<file path="config.mk">
export PLATFORM = sky130hd
export DESIGN_NAME = filter_addr_gen
export DESIGN_NICKNAME = d
export VERILOG_FILES = /design/src/rtl/filter_addr_gen.sv
export SDC_FILE = /design/constraint.sdc
export NUM_CORES = 1
export LEC_CHECK = 0
export ABC_AREA = 1
export BUFFER_PORTS_ARGS = -buffer_cell sky130_fd_sc_hd__buf_2
export CAP_MARGIN = 15
export CORE_MARGIN = 5
export CORE_UTILIZATION = 51
export DETAILED_ROUTE_END_ITERATION = 16
export PLACE_DENSITY = 0.73
export SLEW_MARGIN = 20
export SYNTH_ARGS = -nofsm -noshare
export SYNTH_HDL_FRONTEND = slang
export SYNTH_SLANG_ARGS = --single-unit
</file>
<file path="constraint.sdc">
create_clock -name clk -period 4.1 [get_ports clk]
set_input_delay 0.205 -clock clk [delete_from_list [all_inputs] [get_ports clk]]
set_output_delay 0.205 -clock clk [all_outputs]
set_load 0.005 [all_outputs]
</file>
<file path="src/rtl/filter_addr_gen.sv">
// Tap read address generator for an FIR-style filter pass over a sample file.
// Define FILTER_ADDR_SKIP_EN to drop boundary taps (k > n) instead of clamping them to sample 0.
module filter_addr_gen #(
    parameter int unsigned NTAPS       = 8,
    parameter int unsigned STRIDE_LOG2 = 2,
    parameter logic [31:0] SENTINEL    = 32'd100000000
) (
    input  logic        clk,
    input  logic        rst_n,
    input  logic        start,
    input  logic [31:0] base_addr,
    input  logic [31:0] count,
    input  logic        count_done,
    input  logic        addr_ready,
    output logic        cnt_en,
    output logic        pause,
    output logic [31:0] addr,
    output logic        addr_valid,
    output logic [3:0]  tap_idx,
    output logic        busy,
    output logic        done
);

    typedef enum logic [1:0] {IDLE, FETCH, ISSUE, FINISH} state_e;

    localparam logic [3:0] LAST_K = 4'(NTAPS - 1);

    state_e      state_q;
    logic [31:0] base_q;
    logic [31:0] n_q;
    logic [3:0]  k_q;
    logic        seen_q;
    logic        cnt_en_q;
    logic [31:0] addr_q;
    logic        addr_valid_q;
    logic        busy_q;
    logic        done_q;

    logic [4:0]  k_inc;
    logic        issue_exit;

    // Sample index n-k, clamped to 0 for boundary taps, scaled to bytes; wraps modulo 2^32.
    function automatic logic [31:0] tap_addr(input logic [31:0] b,
                                             input logic [31:0] n,
                                             input logic [4:0]  k);
        logic [31:0] idx;
        idx = ({27'd0, k} > n) ? 32'd0 : n - {27'd0, k};
        return b + (idx << STRIDE_LOG2);
    endfunction

    assign k_inc = {1'b0, k_q} + 5'd1;

`ifdef FILTER_ADDR_SKIP_EN
    logic next_is_boundary;
    assign next_is_boundary = {27'd0, k_inc} > n_q;
    assign issue_exit       = (k_q == LAST_K) || next_is_boundary;
`else
    assign issue_exit       = (k_q == LAST_K);
`endif

    // NOTE: every state register is updated with <= so all of them see the pre-edge values.
    always_ff @(posedge clk or negedge rst_n) begin
        if (!rst_n) begin
            state_q      <= IDLE;
            base_q       <= '0;
            n_q          <= '0;
            k_q          <= '0;
            seen_q       <= 1'b0;
            cnt_en_q     <= 1'b0;
            addr_q       <= '0;
            addr_valid_q <= 1'b0;
            busy_q       <= 1'b0;
            done_q       <= 1'b0;
        end else begin
            case (state_q)
                IDLE: begin
                    if (start) begin
                        base_q   <= base_addr;
                        seen_q   <= 1'b0;
                        cnt_en_q <= 1'b1;
                        busy_q   <= 1'b1;
                        state_q  <= FETCH;
                    end
                end
                FETCH: begin
                    if (count_done) begin
                        if (seen_q) begin
                            cnt_en_q <= 1'b0;
                            done_q   <= 1'b1;
                            state_q  <= FINISH;
                        end
                    end else if (count != SENTINEL) begin
                        n_q          <= count;
                        seen_q       <= 1'b1;
                        k_q          <= '0;
                        addr_q       <= tap_addr(base_q, count, 5'd0);
                        addr_valid_q <= 1'b1;
                        state_q      <= ISSUE;
                    end
                end
                ISSUE: begin
                    // count_done is deliberately not looked at here; the sample finishes first.
                    if (addr_ready) begin
                        if (issue_exit) begin
                            addr_valid_q <= 1'b0;
                            state_q      <= FETCH;
                        end else begin
                            k_q    <= k_inc[3:0];
                            addr_q <= tap_addr(base_q, n_q, k_inc);
                        end
                    end
                end
                FINISH: begin
                    done_q  <= 1'b0;
                    busy_q  <= 1'b0;
                    state_q <= IDLE;
                end
                default: state_q <= IDLE;
            endcase
        end
    end

    // The upstream counter may only advance while a sample is being fetched.
    assign pause      = (state_q != FETCH);
    assign cnt_en     = cnt_en_q;
    assign addr       = addr_q;
    assign addr_valid = addr_valid_q;
    assign tap_idx    = k_q;
    assign busy       = busy_q;
    assign done       = done_q;

endmodule

</file>
==> results_dict.tcl <==
set metrics [dict create \
    status "completed" \
    cp_data_required_time_ps 4360 \
    max_stage_delay_ps 400 \
    num_vias 6859 \
    syn_area_per_cell_um2 7.29 \
    antenna_found_initial 0 \
    overflow 0 \
    gp_congestion 0.941 \
    syn_to_final_growth_pct 19.8 \
    worstRegToRegCells 25 \
    hpwl_mm 15.5 \
    leakage_nw 4.34 \
    drc_errors 0 \
    final_cell_mix "nand2_1, buf_2, dfrtp_1, inv_1, o21ai_0" \
    holdWs_ps 35.4 \
    tightest_slew_ps 900 \
    grt_use_met2 0.375 \
    hold_depth 3 \
    netlist_area_um2 7080 \
    cts_buffers 9 \
    cts_max_path_buffers 2 \
    rsz0062_at_grt "yes" \
    cts_tree "done" \
    timing.slew.headroom 0.396 \
    endpoint_kind "register" \
    setup_viol 0 \
    ant_nets 0 \
    grt_first_pass_wirelength_mm 31.8 \
    clock_latency_ps 370 \
    slowest_stage "dfrtp_1" \
    root_buffer "clkbuf_16" \
    clkTransAtPathRegs_ps 80 \
    synth-seq-cells 107 \
    cap_violations 0 \
    grt_use_total 0.245 \
    crit_path_start_kind "register" \
    row_count 43 \
    routedWlPerCell_um 15.5 \
    wirelength_mm 19.9 \
    ys_async_sr_fraction 1.00 \
    crit_buf_inv 5 \
    final_area_um2 8490 \
    drv_slew 0 \
    viasPerCell 5.35 \
    dieArea_um2 16300 \
    busiest_layer "met2" \
    drtPass1Iterations 5 \
    use_met1 0.357 \
    cp_max_fo 12 \
    powerDensity_nw_per_um2 927 \
    yosysWarnings 0 \
    synth_edf_count 0 \
    nets 1208 \
    utilization 0.616 \
    critical_path_class "register to register" \
    grt_max_degree 63 \
    ys_seq_area_frac 0.378 \
    finClkSkew_ps 10.7 \
    core_um2 13800 \
    synth_cells 971 \
    cp_num_cells 25 \
    synth_fp_nets 1081 \
    gr-usage-met3 0.0333 \
    period_share 0.951 \
    ctsHtreeMaxLevel 3 \
    port_buffers 109 \
    synthFlopType "dfrtp_1" \
    diodes 0 \
    finalHoldViolCount 0 \
    max-vdd-ir-drop_v 0.000334 \
    power.total_mw 7.87 \
    hold_path.class "primary input to register" \
    die_y_um 128 \
    io_pins 110 \
    drtIter0Drc 436 \
    crit_arrival_ps 4160 \
    setup_tns_ps 0 \
    fin_crit_ps 3900 \
    layout-drive-gt1-share 0.212 \
    start_util 0.514 \
    crit_path_frequent_cell "nand2_1" \
    die_x_um 128 \
    critPathTopFamily "simple AND/OR/NAND/NOR gates" \
    max_freq_mhz 256 \
    clock-sinks 107 \
    placed_cell_area_um2 7930 \
    synth.distinct_cells 42 \
    grt_pass1_vias 6418 \
    final_common_cell "nand2_1" \
]
cells by family after synthesis:
logic type,Yosys count,share of synthesized area
adder cells (fa/ha/maj),41,0.0746
XOR/XNOR,35,0.0433
AND/OR/NAND/NOR,466,0.281
AO/OA/AOI/OAI,190,0.150
flip-flops,107,0.378
buffers and inverters,132,0.0726
synth_stat cells, types with 14 or more instances:
master	instances	share of area
nand3_1	33	0.023
clkbuf_1	15	0.0079
xnor2_1	14	0.017
o21ai_1	25	0.018
nor2_1	65	0.034
nor3_1	16	0.011
dfrtp_1	107	0.38
nand4_1	15	0.013
ha_1	39	0.069
o21ai_0	78	0.055
xor2_1	21	0.026
a21oi_1	44	0.031
inv_1	99	0.052
nand2_1	307	0.16
where the power goes:
part	switching, mW	internal [mW]	leakage (nW)
combinational	3.11	1.96	2.88
clock	0.413	0.466	0.137
sequential	0.345	1.58	1.32
total	3.87	4.00	4.34
worst min-delay path: stages:
cell	delay [ps]
buf_2	70
nand2_1	40
nand2_1	40
registers in the layout, indices dropped and copies added (netlist names), 2 cells and up:
register and cells:
n_q 32, state_q 2, tap_idx 4, base_q 32
addr 32
stage by stage:
step / worst slack (ps) / std cells
floorplan: 424 / 971
global placement: 113 / 1260
detailed placement: 50.2 / 1260
CTS: 30.0 / 1275
global route: -69.4 / 1281
finish: 199 / 1281
metal layers:
layer / part of all wire / routed length (um) / up-vias
li1: - / - / 3418
met1: 0.46 / 9100 / 3167
met2: 0.45 / 8970 / 241
met3: 0.067 / 1320 / 33
met4: 0.024 / 476 / 0
met5: 0 / 0 / -
what timing repair did:
action	in CTS	in global routing
buffers inserted	0	4
hold endpoints to repair	31	0
gates resized for setup	0	59
endpoints found under the setup margin	0	21
hold buffers	1	0
layout make-up:
class / instances / area, um^2
Clock inverter: 5 / 56.3
Tap cell: 180 / 225
Timing Repair Buffer: 138 / 792
Clock buffer: 9 / 225
Inverter: 109 / 414
Sequential cell: 107 / 2680
Multi-Input combinational cell: 733 / 4100
Fill cell: 1335 / 5290
final timing paths:
path	slack, ps	start	endpoint
hold reg to reg	470	addr[3]$_DFFE_PN0P_	addr[3]$_DFFE_PN0P_
min in group asynchronous	320	rst_n	n_q[4]$_DFFE_PN0P_
setup reg to reg	200	tap_idx[1]$_DFFE_PN0P_	addr[30]$_DFFE_PN0P_
hold / removal	40	base_addr[26]	base_q[26]$_DFFE_PN0P_
max in group asynchronous	2810	rst_n	addr[25]$_DFFE_PN0P_
setup / recovery	200	tap_idx[1]$_DFFE_PN0P_	addr[30]$_DFFE_PN0P_
Note: power is estimated with default switching activity, not from simulation.
